[src/rtl/snake_pkg.sv]
// Shared constants and state encoding for the snake game pixel path.
package snake_pkg;

    // Visible screen geometry.
    localparam int SCREEN_W = 160;
    localparam int SCREEN_H = 120;

    // 3-bit RGB colour constants (one bit per channel).
    localparam logic [2:0] BLACK = 3'b000;
    localparam logic [2:0] RED   = 3'b100;
    localparam logic [2:0] GREEN = 3'b010;
    localparam logic [2:0] WHITE = 3'b111;

    // Tile plotter state encoding.
    typedef enum logic [1:0] {
        IDLE  = 2'd0,
        CLEAR = 2'd1,
        DRAW  = 2'd2,
        DONE  = 2'd3
    } plot_state_t;

endpackage

[src/rtl/snake_xy_sweep.sv]
// Nested x/y raster counter: x is the inner loop, y the outer loop.
// 'start' presents the origin in the same cycle and advances past it;
// 'step' advances from the current position. The counter wraps back to
// the origin after the last position so it is always parked at (0,0).
module snake_xy_sweep #(
    parameter int W   = 160,
    parameter int H   = 120,
    parameter int X_W = 8,
    parameter int Y_W = 7
) (
    input  logic           clk,
    input  logic           rst,
    input  logic           start,
    input  logic           step,
    output logic [X_W-1:0] x,
    output logic [Y_W-1:0] y,
    output logic           last
);

    localparam logic [X_W-1:0] X_LAST = X_W'(W - 1);
    localparam logic [Y_W-1:0] Y_LAST = Y_W'(H - 1);

    logic [X_W-1:0] x_reg;
    logic [Y_W-1:0] y_reg;

    // Current position; a start request always reads as the origin.
    assign x    = start ? '0 : x_reg;
    assign y    = start ? '0 : y_reg;
    assign last = (x == X_LAST) && (y == Y_LAST);

    // Raster position register, advanced on start or step.
    always_ff @(posedge clk) begin
        if (rst) begin
            x_reg <= '0;
            y_reg <= '0;
        end else if (start || step) begin
            if (x == X_LAST) begin
                x_reg <= '0;
                y_reg <= (y == Y_LAST) ? '0 : y + Y_W'(1);
            end else begin
                x_reg <= x + X_W'(1);
            end
        end
    end

endmodule

[src/rtl/snake_tile_plotter.sv]
// Pixel-side responder for snake drawing commands: expands a full-screen
// clear or a 2x2 tile draw into per-pixel VGA writes.
// Optional feature: define PLOT_BORDER_EN to paint the screen edge in
// BORDER_COLOUR during a clear (timing is unchanged).
module snake_tile_plotter #(
    parameter int               SCREEN_W      = snake_pkg::SCREEN_W,
    parameter int               SCREEN_H      = snake_pkg::SCREEN_H,
    parameter int               X_W           = 8,
    parameter int               Y_W           = 7,
    parameter int               COL_W         = 3,
    parameter logic [COL_W-1:0] BORDER_COLOUR = snake_pkg::WHITE
) (
    input  logic             clk,
    input  logic             rst,
    input  logic             clear_req,
    input  logic             draw_req,
    input  logic [X_W-1:0]   draw_x,
    input  logic [Y_W-1:0]   draw_y,
    input  logic [COL_W-1:0] draw_colour,
    output logic             busy,
    output logic             draw_done,
    output logic             clear_done,
    output logic [X_W-1:0]   vga_x,
    output logic [Y_W-1:0]   vga_y,
    output logic [COL_W-1:0] vga_colour,
    output logic             vga_plot
);

    import snake_pkg::*;

    // Screen limits at the widened (no-wrap) pixel width.
    localparam logic [X_W:0] X_LIMIT = (X_W + 1)'(SCREEN_W);
    localparam logic [Y_W:0] Y_LIMIT = (Y_W + 1)'(SCREEN_H);

    plot_state_t      state_reg, state_next;
    logic [1:0]       sub_reg, sub_next;
    logic [X_W-1:0]   tile_x_reg, tile_x_next;
    logic [Y_W-1:0]   tile_y_reg, tile_y_next;
    logic [COL_W-1:0] tile_colour_reg, tile_colour_next;
    logic             clear_tail_reg, clear_tail_next;
    logic             op_clear_reg, op_clear_next;

    logic [X_W-1:0]   vga_x_reg, vga_x_next;
    logic [Y_W-1:0]   vga_y_reg, vga_y_next;
    logic [COL_W-1:0] vga_colour_reg, vga_colour_next;
    logic             vga_plot_reg, vga_plot_next;

    // Sweep interface.
    logic             sweep_start, sweep_step, sweep_last;
    logic [X_W-1:0]   sweep_x;
    logic [Y_W-1:0]   sweep_y;

    // Candidate pixel for this cycle, before clipping.
    logic             emit;
    logic [X_W-1:0]   base_x;
    logic [Y_W-1:0]   base_y;
    logic [1:0]       offset;
    logic [COL_W-1:0] emit_colour;
    logic [COL_W-1:0] clear_colour;
    logic [X_W:0]     px_x_wide;
    logic [Y_W:0]     px_y_wide;
    logic             in_bounds;

    snake_xy_sweep #(
        .W   (SCREEN_W),
        .H   (SCREEN_H),
        .X_W (X_W),
        .Y_W (Y_W)
    ) u_sweep (
        .clk   (clk),
        .rst   (rst),
        .start (sweep_start),
        .step  (sweep_step),
        .x     (sweep_x),
        .y     (sweep_y),
        .last  (sweep_last)
    );

`ifdef PLOT_BORDER_EN
    // Edge pixels of the screen get the border colour, everything else black.
    assign clear_colour = ((sweep_x == '0) || (sweep_x == X_W'(SCREEN_W - 1)) ||
                           (sweep_y == '0) || (sweep_y == Y_W'(SCREEN_H - 1)))
                          ? BORDER_COLOUR : '0;
`else
    assign clear_colour = '0;
`endif

    // Widened add so a tile near the edge clips instead of wrapping to 0.
    assign px_x_wide = {1'b0, base_x} + {{X_W{1'b0}}, offset[0]};
    assign px_y_wide = {1'b0, base_y} + {{Y_W{1'b0}}, offset[1]};
    assign in_bounds = (px_x_wide < X_LIMIT) && (px_y_wide < Y_LIMIT);

    // State and datapath registers.
    always_ff @(posedge clk) begin
        if (rst) begin
            state_reg       <= IDLE;
            sub_reg         <= '0;
            tile_x_reg      <= '0;
            tile_y_reg      <= '0;
            tile_colour_reg <= '0;
            clear_tail_reg  <= 1'b0;
            op_clear_reg    <= 1'b0;
            vga_x_reg       <= '0;
            vga_y_reg       <= '0;
            vga_colour_reg  <= '0;
            vga_plot_reg    <= 1'b0;
        end else begin
            state_reg       <= state_next;
            sub_reg         <= sub_next;
            tile_x_reg      <= tile_x_next;
            tile_y_reg      <= tile_y_next;
            tile_colour_reg <= tile_colour_next;
            clear_tail_reg  <= clear_tail_next;
            op_clear_reg    <= op_clear_next;
            vga_x_reg       <= vga_x_next;
            vga_y_reg       <= vga_y_next;
            vga_colour_reg  <= vga_colour_next;
            vga_plot_reg    <= vga_plot_next;
        end
    end

    // Next-state logic: accept requests in IDLE and choose the pixel to emit.
    // The first pixel of an operation is emitted straight from the accept
    // cycle so it appears on the outputs one cycle after acceptance.
    always_comb begin
        state_next       = state_reg;
        sub_next         = sub_reg;
        tile_x_next      = tile_x_reg;
        tile_y_next      = tile_y_reg;
        tile_colour_next = tile_colour_reg;
        clear_tail_next  = clear_tail_reg;
        op_clear_next    = op_clear_reg;
        sweep_start      = 1'b0;
        sweep_step       = 1'b0;
        emit             = 1'b0;
        base_x           = tile_x_reg;
        base_y           = tile_y_reg;
        offset           = sub_reg;
        emit_colour      = tile_colour_reg;

        unique case (state_reg)
            IDLE: begin
                if (clear_req) begin
                    state_next      = CLEAR;
                    op_clear_next   = 1'b1;
                    clear_tail_next = 1'b0;
                    sweep_start     = 1'b1;
                    emit            = 1'b1;
                    base_x          = sweep_x;
                    base_y          = sweep_y;
                    offset          = 2'd0;
                    emit_colour     = clear_colour;
                end else if (draw_req) begin
                    state_next       = DRAW;
                    op_clear_next    = 1'b0;
                    tile_x_next      = draw_x;
                    tile_y_next      = draw_y;
                    tile_colour_next = draw_colour;
                    sub_next         = 2'd1;
                    emit             = 1'b1;
                    base_x           = draw_x;
                    base_y           = draw_y;
                    offset           = 2'd0;
                    emit_colour      = draw_colour;
                end
            end
            CLEAR: begin
                // One trailing cycle after the last pixel keeps clear timing
                // aligned with draw timing (done one cycle after last pixel).
                if (clear_tail_reg) begin
                    state_next      = DONE;
                    clear_tail_next = 1'b0;
                end else begin
                    sweep_step      = 1'b1;
                    emit            = 1'b1;
                    base_x          = sweep_x;
                    base_y          = sweep_y;
                    offset          = 2'd0;
                    emit_colour     = clear_colour;
                    clear_tail_next = sweep_last;
                end
            end
            DRAW: begin
                // sub counts 1,2,3 for the remaining pixels, then 0 = trailing cycle.
                if (sub_reg == 2'd0) begin
                    state_next = DONE;
                end else begin
                    emit     = 1'b1;
                    sub_next = sub_reg + 2'd1;
                end
            end
            DONE: begin
                state_next = IDLE;
            end
            default: begin
                state_next = IDLE;
            end
        endcase
    end

    // Output register update: clipped pixels consume a cycle but leave the
    // previous coordinates and colour on the bus.
    always_comb begin
        vga_x_next      = vga_x_reg;
        vga_y_next      = vga_y_reg;
        vga_colour_next = vga_colour_reg;
        vga_plot_next   = 1'b0;
        if (emit && in_bounds) begin
            vga_x_next      = px_x_wide[X_W-1:0];
            vga_y_next      = px_y_wide[Y_W-1:0];
            vga_colour_next = emit_colour;
            vga_plot_next   = 1'b1;
        end
    end

    assign busy       = (state_reg != IDLE);
    assign draw_done  = (state_reg == DONE) && !op_clear_reg;
    assign clear_done = (state_reg == DONE) &&  op_clear_reg;
    assign vga_x      = vga_x_reg;
    assign vga_y      = vga_y_reg;
    assign vga_colour = vga_colour_reg;
    assign vga_plot   = vga_plot_reg;

endmodule

[config.mk]
export PLATFORM = sky130hd
export DESIGN_NAME = snake_tile_plotter
export DESIGN_NICKNAME = d
export VERILOG_FILES = /design/src/rtl/snake_pkg.sv /design/src/rtl/snake_xy_sweep.sv /design/src/rtl/snake_tile_plotter.sv
export SDC_FILE = /design/constraint.sdc
export NUM_CORES = 1
export LEC_CHECK = 0
export BUFFER_PORTS_ARGS = -buffer_cell sky130_fd_sc_hd__buf_2
export CORE_MARGIN = 2
export CORE_UTILIZATION = 60
export CTS_BUF_LIST = sky130_fd_sc_hd__clkbuf_4 sky130_fd_sc_hd__clkbuf_8
export CTS_CLUSTER_SIZE = 30
export DETAILED_ROUTE_END_ITERATION = 12
export PLACE_DENSITY = 0.79
export RECOVER_POWER = 25
export SLEW_MARGIN = 20
export SYNTH_ARGS = -nofsm -noshare
export SYNTH_HDL_FRONTEND = slang
export SYNTH_SLANG_ARGS = --single-unit
[constraint.sdc]
create_clock -name clk -period 6.9 [get_ports clk]
set_input_delay 0.69 -clock clk [delete_from_list [all_inputs] [get_ports clk]]
set_output_delay 0.69 -clock clk [all_outputs]
set_load 0.03 [all_outputs]
==> results by stage, run 1 <==
Outcome:
- The run finished with clean final reports.

GRT:
- Global routing used 28.7% of the available tracks.
- Global routing finished with a remaining overflow of 0.
- The initial antenna violation count came to 0.
- Entering global routing, the biggest net connects 63 pins.
- The via count of the first global-routing pass is 3055.
- The wire length of the first global-routing pass is 14300 um.

Timing:
- The share of the clock period used by the worst path is 60.0%.
- Static timing analysis puts the maximum clock frequency at 242 MHz.
- The total count of max-transition violations in the final report is 0.
- Setup repair after global routing left no endpoint under its margin.
- The slew at the pin with the worst max-slew slack is 1.09 ns.
- Adding up every negative setup slack in the final design gives 0 ns.
- Hold timing on the final database bottoms out at a slack of 0.458 ns.
- The tightest slew margin relative to the limit is 27.2%.
- After layout, the minimum clock period comes to 4.14 ns.
- Setup violations remaining at the end of the flow were counted as 0.
- The number of endpoints with negative hold slack in the final report is 0.
- On the final layout, the worst clock skew is 0.00880 ns.

Synthesis:
- During synthesis, Yosys emitted a total of 0 warnings.
- The number of distinct library cells after synthesis is 61.
- The register bit total from synthesis is 58.
- The number of enable-type register cells in the synthesized netlist is 0.
- Summing the sequential cell areas from Yosys gives 33.3% of the chip area.
- The average instance in the mapped netlist occupies 7.74 um2.
- The most frequently used flop master after synthesis is sky130_fd_sc_hd__dfxtp_1.
- The share of flip-flops with an asynchronous set or reset after synthesis is 0%.
- The number of instances in the synthesized netlist is 451.
- Counting every net in the synthesized netlist gives 487.
- The area of the mapped netlist is 0.00349 mm2.

Min path:
- The path class of the tightest hold or removal check is reg -> reg.

Placed design:
- Once placement finished, the instance area stood at 0.00364 mm2.
- The count of buffers from port buffering is 43.
- The detailed placement HPWL is 6070 um.
- Routability-driven placement finished with a final weighted congestion of 0.838.
- Once placement completed, the tool counted placed cells totaling 539.

Setup path:
- Traced cell by cell, the critical path runs through inv_1 -> ha_1 -> nor2_2 -> or3_1 -> a221o_1 -> ha_1 -> a21boi_1 -> nor3b_1 -> a211o_1 -> nor2_1 -> a311oi_1.
- The sort of element at the start of the critical path is a flop.
- The worst setup path is captured at a flop.
- The library cell appearing most often on the critical path is sky130_fd_sc_hd__ha_1.
- The largest incremental delay on the critical path is 0.58 ns.
- The setup check on the worst reg-to-reg path leaves a slack of 2.76 ns.
- Along the worst path, the maximum fanout reaches 17.
- STA puts the critical path data arrival time at 4.32 ns.
- The worst flop-to-flop path startpoint is state_reg[1].
- Following the worst setup path forward leads to its endpoint at vga_colour[0].
- The kind of critical path is reg -> reg.
- The family of cells with the greatest summed delay on the critical path is simple AND/OR/NAND/NOR gates.
- The start point of the critical path is state_reg[1].
- The number of buffers and inverters on the critical path is 1.
- The critical path runs through a total of 11 cells.
- Among all stages on the critical path, the largest delay is contributed by sky130_fd_sc_hd__ha_1.
- The worst reg2reg path endpoint is vga_colour[0].
- The required time at the endpoint of the critical path is 7.08 ns.
- The worst register-to-register path has a depth of 11.

Job:
- The tool flagged a number of max-cap violations equal to 0.

Clocking:
- For this design, the CTS-stage hold fixing added 0 buffers.
- In this run the post-CTS setup repair buffer count came out at 0.
- The CTS sink count is 58.
- The root buffer cell chosen for the clock tree is sky130_fd_sc_hd__clkbuf_8.
- The clock tree from TritonCTS is done.
- The total CTS buffers is 9.
- After clock tree synthesis, the clock-pin slew on the worst setup and hold paths is 0.07 ns.
- The maximum clock insertion buffer count is 2.
- Gates resized during post-CTS repair numbered 0.
- The clock insertion delay at the later pin of the skew report is 0.34 ns.
- The depth of the CTS H-tree is 3.

Drt:
- In the final routed layout, each cell accounts on average for 15.9 um.
- The number of detailed-routing iterations run before antenna repair is 5.
- The total via count after detailed routing is 3362.
- The DRC marker count from the first detailed-route iteration is 310.
- The number of design rule violations left after detail routing is 0.
- The post-route antenna net violation count is 0.
- Summed over all layers, the routed wires come to 8840 um.
- The number of vias per cell after detailed routing is 6.06.

Floorplan:
- The die is 80.3 um wide.
- The count of pins on the block boundary is 44.
- The overall die area is 0.00644 mm2.
- The die height is 80.3 um.
- The initial standard-cell utilization of the core is 62.6%.
- The region available for standard cell placement spans 0.00557 mm2.
- The number of rows in the core area is 27.

Power and ir drop:
- The reported net switching power is 0.620 mW.
- The part of the power in registers is 30.3%.
- For this design the ratio of total power to cell area is 370 mW/mm2.
- Per report_power, the clock group accounts for 26.8% of the total.
- The total design power is 1.43 mW.
- The internal power of the cells totals 0.807 mW.
- In this run the static leakage power is 1.46 nW.
- The net switching fraction of the power is 43.5%.
- Per report_power, the combinational group accounts for 42.8% of the total.
- The largest vdd supply drop is 0.177 mV.

Cells and area:
- The number of antenna cells inserted is 0.
- The share of cells above drive strength 1 is 11.8%.
- The net total in the final layout is 514.
- The count of placed standard cells in the final layout, fillers left out is 555.
- The finished cells cover 0.00386 mm2.
- The filler cells instantiated in the layout total 477.
- The relative area change from synthesis to final layout is 10.5%.
==> worst min-delay path by stage <==
stage | to | startpoint | depth (start not counted)
final | tile_colour_reg[2] | tile_colour_reg[2] | 2
after global routing | tile_colour_reg[2] | tile_colour_reg[2] | 2
after detailed placement | tile_colour_reg[2] | tile_colour_reg[2] | 2
after global placement | tile_y_reg[0] | tile_y_reg[0] | 2
after floorplan | u_sweep.y_reg[0] | u_sweep.y_reg[0] | 2
after CTS | tile_colour_reg[2] | tile_colour_reg[2] | 2
==> area by class of cell <==
type	count	area, um2	area share [%]
clock inverters	7	116	3.02
inverters	8	30.0	0.778
clock buffers	9	124	3.21
multi-input cells	357	2140	55.4
flip-flops and latches	58	1160	30.1
repair buffers	44	199	5.16
well taps	72	90.1	2.34
==> power groups by stage <==
stage	logic [mW]	registers, mW	clock network, mW
finish	0.612	0.433	0.383
global route	0.671	0.440	0.402
CTS	0.614	0.431	0.387
detailed placement	0.607	0.439	0
global placement	0.592	0.436	0
floorplan	0.432	0.487	0
==> worst register-to-register path: cells and delay by family, from the launching register on <==
family                   cells  cell delay [ns]
AND/OR/NAND/NOR              4             1.55
AO/OA/AOI/OAI                4             1.15
adder cells (fa/ha/maj)      2             0.81
flip-flops                   1             0.35
buffers and inverters        1             0.11
==> per-stage QoR <==
stage | utilization, % | worst slack, ns
6_report | 69.2 | 2.76
5_1_grt | 69.2 | 2.46
4_1_cts | 69.7 | 2.81
3_5_place_dp | 65.4 | 2.76
3_3_place_gp | 65.4 | 2.93
2_1_floorplan | - | 3.66
==> kinds of logic after synthesis <==
| group | after synthesis | share of synthesized area (%) |
|---|---|---|
| AO/OA/AOI/OAI | 119 | 21.8 |
| XOR/XNOR | 10 | 2.72 |
| adder cells (fa/ha/maj) | 14 | 5.02 |
| buffers and inverters | 36 | 5.45 |
| flip-flops | 58 | 33.3 |
| multiplexers | 13 | 3.87 |
| AND/OR/NAND/NOR | 201 | 27.9 |
==> synthesized netlist by cell type, drive strengths merged, types with 14 or more instances <==
master  instances  area, um2
nand2b         14       87.6
dfxtp          58       1160
ha             14        175
a21oi          45        225
clkbuf         14       52.6
nand2          83        312
o21ai          37        185
nor2           32        123
buf            14        108
nand3          25        125
==> layout by cell type, fill, tap and decap left out, types with 6 or more instances in the layout <==
cell	n
sky130_fd_sc_hd__inv_1	8
sky130_fd_sc_hd__dfxtp_1	58
sky130_fd_sc_hd__buf_2	24
sky130_fd_sc_hd__nand2_1	83
sky130_fd_sc_hd__nand2b_1	14
sky130_fd_sc_hd__xnor2_1	8
sky130_fd_sc_hd__clkbuf_8	9
sky130_fd_sc_hd__nor2_1	31
sky130_fd_sc_hd__a221o_1	8
sky130_fd_sc_hd__nand4_1	6
sky130_fd_sc_hd__mux2i_1	9
sky130_fd_sc_hd__o21ai_1	10
sky130_fd_sc_hd__nand3_1	25
sky130_fd_sc_hd__ha_1	14
sky130_fd_sc_hd__and2_1	6
sky130_fd_sc_hd__or4_1	6
sky130_fd_sc_hd__a21oi_1	45
sky130_fd_sc_hd__clkbuf_1	19
sky130_fd_sc_hd__o21ai_0	27
==> per-layer routing <==
| metal | wire length (um) | GRT usage [%] | up-vias |
|---|---|---|---|
| li1 | - | - | 1655 |
| met2 | 4290 | 48.2 | 106 |
| met5 | 0 | 0 | - |
| met3 | 412 | 4.61 | 15 |
| met1 | 3980 | 36.7 | 1586 |
| met4 | 152 | 11.5 | 0 |
(Power assumes the default switching activity.)
==> run 2, diff against run 1 <==
- clock period: 6.9 -> 4.3 ns (I/O delays scaled with it)
==> run 2 against run 1 <==
Cell count is 1.3% higher; total power is 58% higher; setup slack worse by 2.4 ns; sequential cell count stayed put; clock power is 40% higher; sequential power is 61% higher; critical path depth is 1 higher; core utilization is 0.49 points higher; count of clock-buffer cells in the layout is 4 higher; global-route usage is 0.82 points higher; first-iteration DRC count is 13% lower; die area stayed put; largest cell class unchanged.
==> results by stage, run 2 (same netlist as run 1, synthesis figures left out) <==
GRT:
- The wire length of the first global-routing pass is 14800 um.
- In the global route stage, overall resource usage came out at 29.5%.
- The initial antenna violation count came to 0.
- Entering global routing, the biggest net connects 63 pins.
- For this run the aggregate overflow at the end of global routing stands at 0.
- The via count of the first global-routing pass was 3086.

Clocking:
- Once the clock tree was built, the setup fixing pass inserted 0 buffers.
- Clock tree synthesis found a total of 58 sinks.
- The H-tree generated during clock tree synthesis spans 3 levels.
- The clock insertion delay at the later pin of the skew report is 0.35 ns.
- The cell at the root of the clock tree is sky130_fd_sc_hd__clkbuf_8.
- Clock-pin slew was measured on the worst setup and hold paths at 0.07 ns.
- The longest clock path from root to sink contains 2 buffers.
- Gates resized during post-CTS repair numbered 0.
- TritonCTS built the clock tree.
- In this run, CTS created clock tree buffers numbering 9.
- The hold-fix buffer count after cts is 0.

Placed design:
- The number of cells after detailed placement is 547.
- Routability-driven placement finished with a final weighted congestion of 0.897.
- The total cell area at the placement stage is 0.00370 mm2.
- Detailed placement ended at an HPWL of 6410 um.
- During placement, the flow inserted port buffers numbering 43.

Cells and area:
- Once layout is complete, the cells apart from fillers number 562.
- The area growth from synthesis to layout is 11.3%.
- At the end of the flow, the number of nets in the layout was 522.
- The share of cells above drive strength 1 is 13.1%.
- In the layout the commonest cells are sky130_fd_sc_hd__nand2_1, sky130_fd_sc_hd__dfxtp_1, sky130_fd_sc_hd__a21oi_1.
- The most common cell after layout, fill and taps aside is sky130_fd_sc_hd__nand2_1.
- After routing the design area is 0.00388 mm2.
- The number of antenna cells inserted is 0.

Drt:
- After detailed routing, the average wire length per cell comes to 16.1 um.
- The post-detailed-routing wire length is 9060 um.
- In this run the remaining antenna-violating nets after routing total 0.
- The number of design rule violations left after detail routing is 0.
- For this block, the via count after detailed routing is 3427.
- For this block, the initial DRC count from the detailed router was 271.
- The number of detailed-routing iterations run before antenna repair is 5.
- The number of vias per cell after detailed routing is 6.10.

Timing:
- The share of the clock period used by the worst path is 90.8%.
- Timing would allow up to 256 MHz.
- The number of endpoints with negative hold slack in the final report is 0.
- Setup violations remaining at the end of the flow were counted as 0.
- The total count of max-transition violations in the final report is 0.
- For the pin with the worst max-slew slack, the measured transition is 1.09 ns.
- The setup clock skew after layout is 0.00799 ns.
- The final-layout setup total negative slack is 0 ns.
- The worst pin sits at a relative slew slack of 27.2%.
- For the finished layout, the period the worst path requires is 3.90 ns.
- Setup repair after global routing left no endpoint under its margin.

Setup path:
- The family of cells with the greatest summed delay on the critical path is simple AND/OR/NAND/NOR gates.
- The worst path arrival time is 4.09 ns.
- STA classifies the critical path startpoint as a flop.
- The sort of element at the end of the critical path is a flop.
- Among the stages of the critical path, the cell type that occurs most often is sky130_fd_sc_hd__ha_1.
- Data on the critical path is required at its endpoint by 4.48 ns.
- The number of buffers and inverters on the critical path is 1.
- The library cell contributing the largest single delay on the critical path is sky130_fd_sc_hd__or3_1.
- The largest single stage delay on the critical path is 0.50 ns.
- The top fanout value on the critical path is 17.
- The kind of critical path is reg -> reg.
- Walking the worst path, the cells encountered are inv_1 -> ha_1 -> nor3b_2 -> or3_1 -> and2_2 -> ha_1 -> ha_1 -> nand4_1 -> o221ai_1 -> a211o_1 -> nor2_1 -> a311oi_1.

Floorplan:
- Measured along the x axis, the die boundary spans 80.3 um.
- The number of rows in the core area is 27.
- From bottom edge to top edge, the die measures 80.3 um.
- The core box area is 0.00557 mm2.
- The count of pins on the block boundary is 44.
- The initial utilization of the core area, before any placement, comes to 62.6%.
- The die covers 0.00644 mm2.

Outcome:
- The flow ran to the end, and the final reports show no timing, DRC or antenna violations.

Power and ir drop:
- For this design the ratio of total power to cell area is 581 mW/mm2.
- The leakage power total is 1.49 nW.
- The largest vdd supply drop is 0.301 mV.

Job:
- The max-capacitance violation count is 0.

Min path:
- The path class of the tightest hold or removal check is in -> reg.
-- run 2: changes by cell type in the layout (fill, tap and decap cells not counted) --
cell	change
sky130_fd_sc_hd__clkinv_2	-1
sky130_fd_sc_hd__clkbuf_8	+3
sky130_fd_sc_hd__clkinvlp_4	-1
sky130_fd_sc_hd__clkbuf_4	+1
sky130_fd_sc_hd__inv_6	-1
sky130_fd_sc_hd__bufinv_16	-2
sky130_fd_sc_hd__buf_4	+8
-- run 2: routing by layer --
metal | global-route usage (%) | part of all wire, % | vias to the layer above
met5 | 0 | 0 | -
met3 | 5.96 | 5.2 | 16
li1 | - | - | 1679
met1 | 36.9 | 44 | 1635
met2 | 50.1 | 49 | 97
met4 | 10.7 | 1.8 | 0
-- run 2: cell type report --
class,count,area (um2)
clock inverters,2,35.0
fillers,491,1690
multi-input cells,357,2140
flip-flops and latches,58,1160
inverters,8,30.0
clock buffers,13,173
repair buffers,52,259
well taps,72,90.1
-- run 2: where the power goes --
group / leakage, nW / switching, mW / internal, mW
registers: 0.472 / 0.0666 / 0.630
logic: 0.907 / 0.708 / 0.316
clock network: 0.109 / 0.220 / 0.317
-- run 2: worst register-to-register path, stage by stage (launching register included) --
cell and delay [ns]:
sky130_fd_sc_hd__dfxtp_1 0.43, sky130_fd_sc_hd__inv_1 0.11, sky130_fd_sc_hd__ha_1 0.37, sky130_fd_sc_hd__nor3b_2 0.24, sky130_fd_sc_hd__or3_1 0.50, sky130_fd_sc_hd__and2_2 0.26
sky130_fd_sc_hd__ha_1 0.20, sky130_fd_sc_hd__ha_1 0.23, sky130_fd_sc_hd__nand4_1 0.09, sky130_fd_sc_hd__o221ai_1 0.14, sky130_fd_sc_hd__a211o_1 0.49, sky130_fd_sc_hd__nor2_1 0.48
sky130_fd_sc_hd__a311oi_1 0.18
-- run 2: through the flow --
stage | util (%) | power [mW] | worst slack (ns) | hold slack (ns)
global route | 69.7 | 2.39 | 0.0450 | 0.348
floorplan | - | 1.48 | 1.06 | 0.432
global placement | 66.4 | 1.70 | 0.653 | 0.437
CTS | 70.2 | 2.27 | 0.407 | 0.327
finish | 69.7 | 2.26 | 0.395 | 0.326
detailed placement | 66.4 | 1.73 | 0.429 | 0.447
-- run 2: final timing paths --
| check | startpoint | endpoint | slack (ns) | cells after the start |
|---|---|---|---|---|
| max | state_reg[0] | vga_colour[2] | 0.40 | 12 |
| min | draw_y[2] | tile_y_reg[2] | 0.33 | 3 |
| max reg2reg | state_reg[0] | vga_colour[2] | 0.40 | 12 |
| min reg2reg | u_sweep.y_reg[0] | u_sweep.y_reg[0] | 0.45 | 2 |
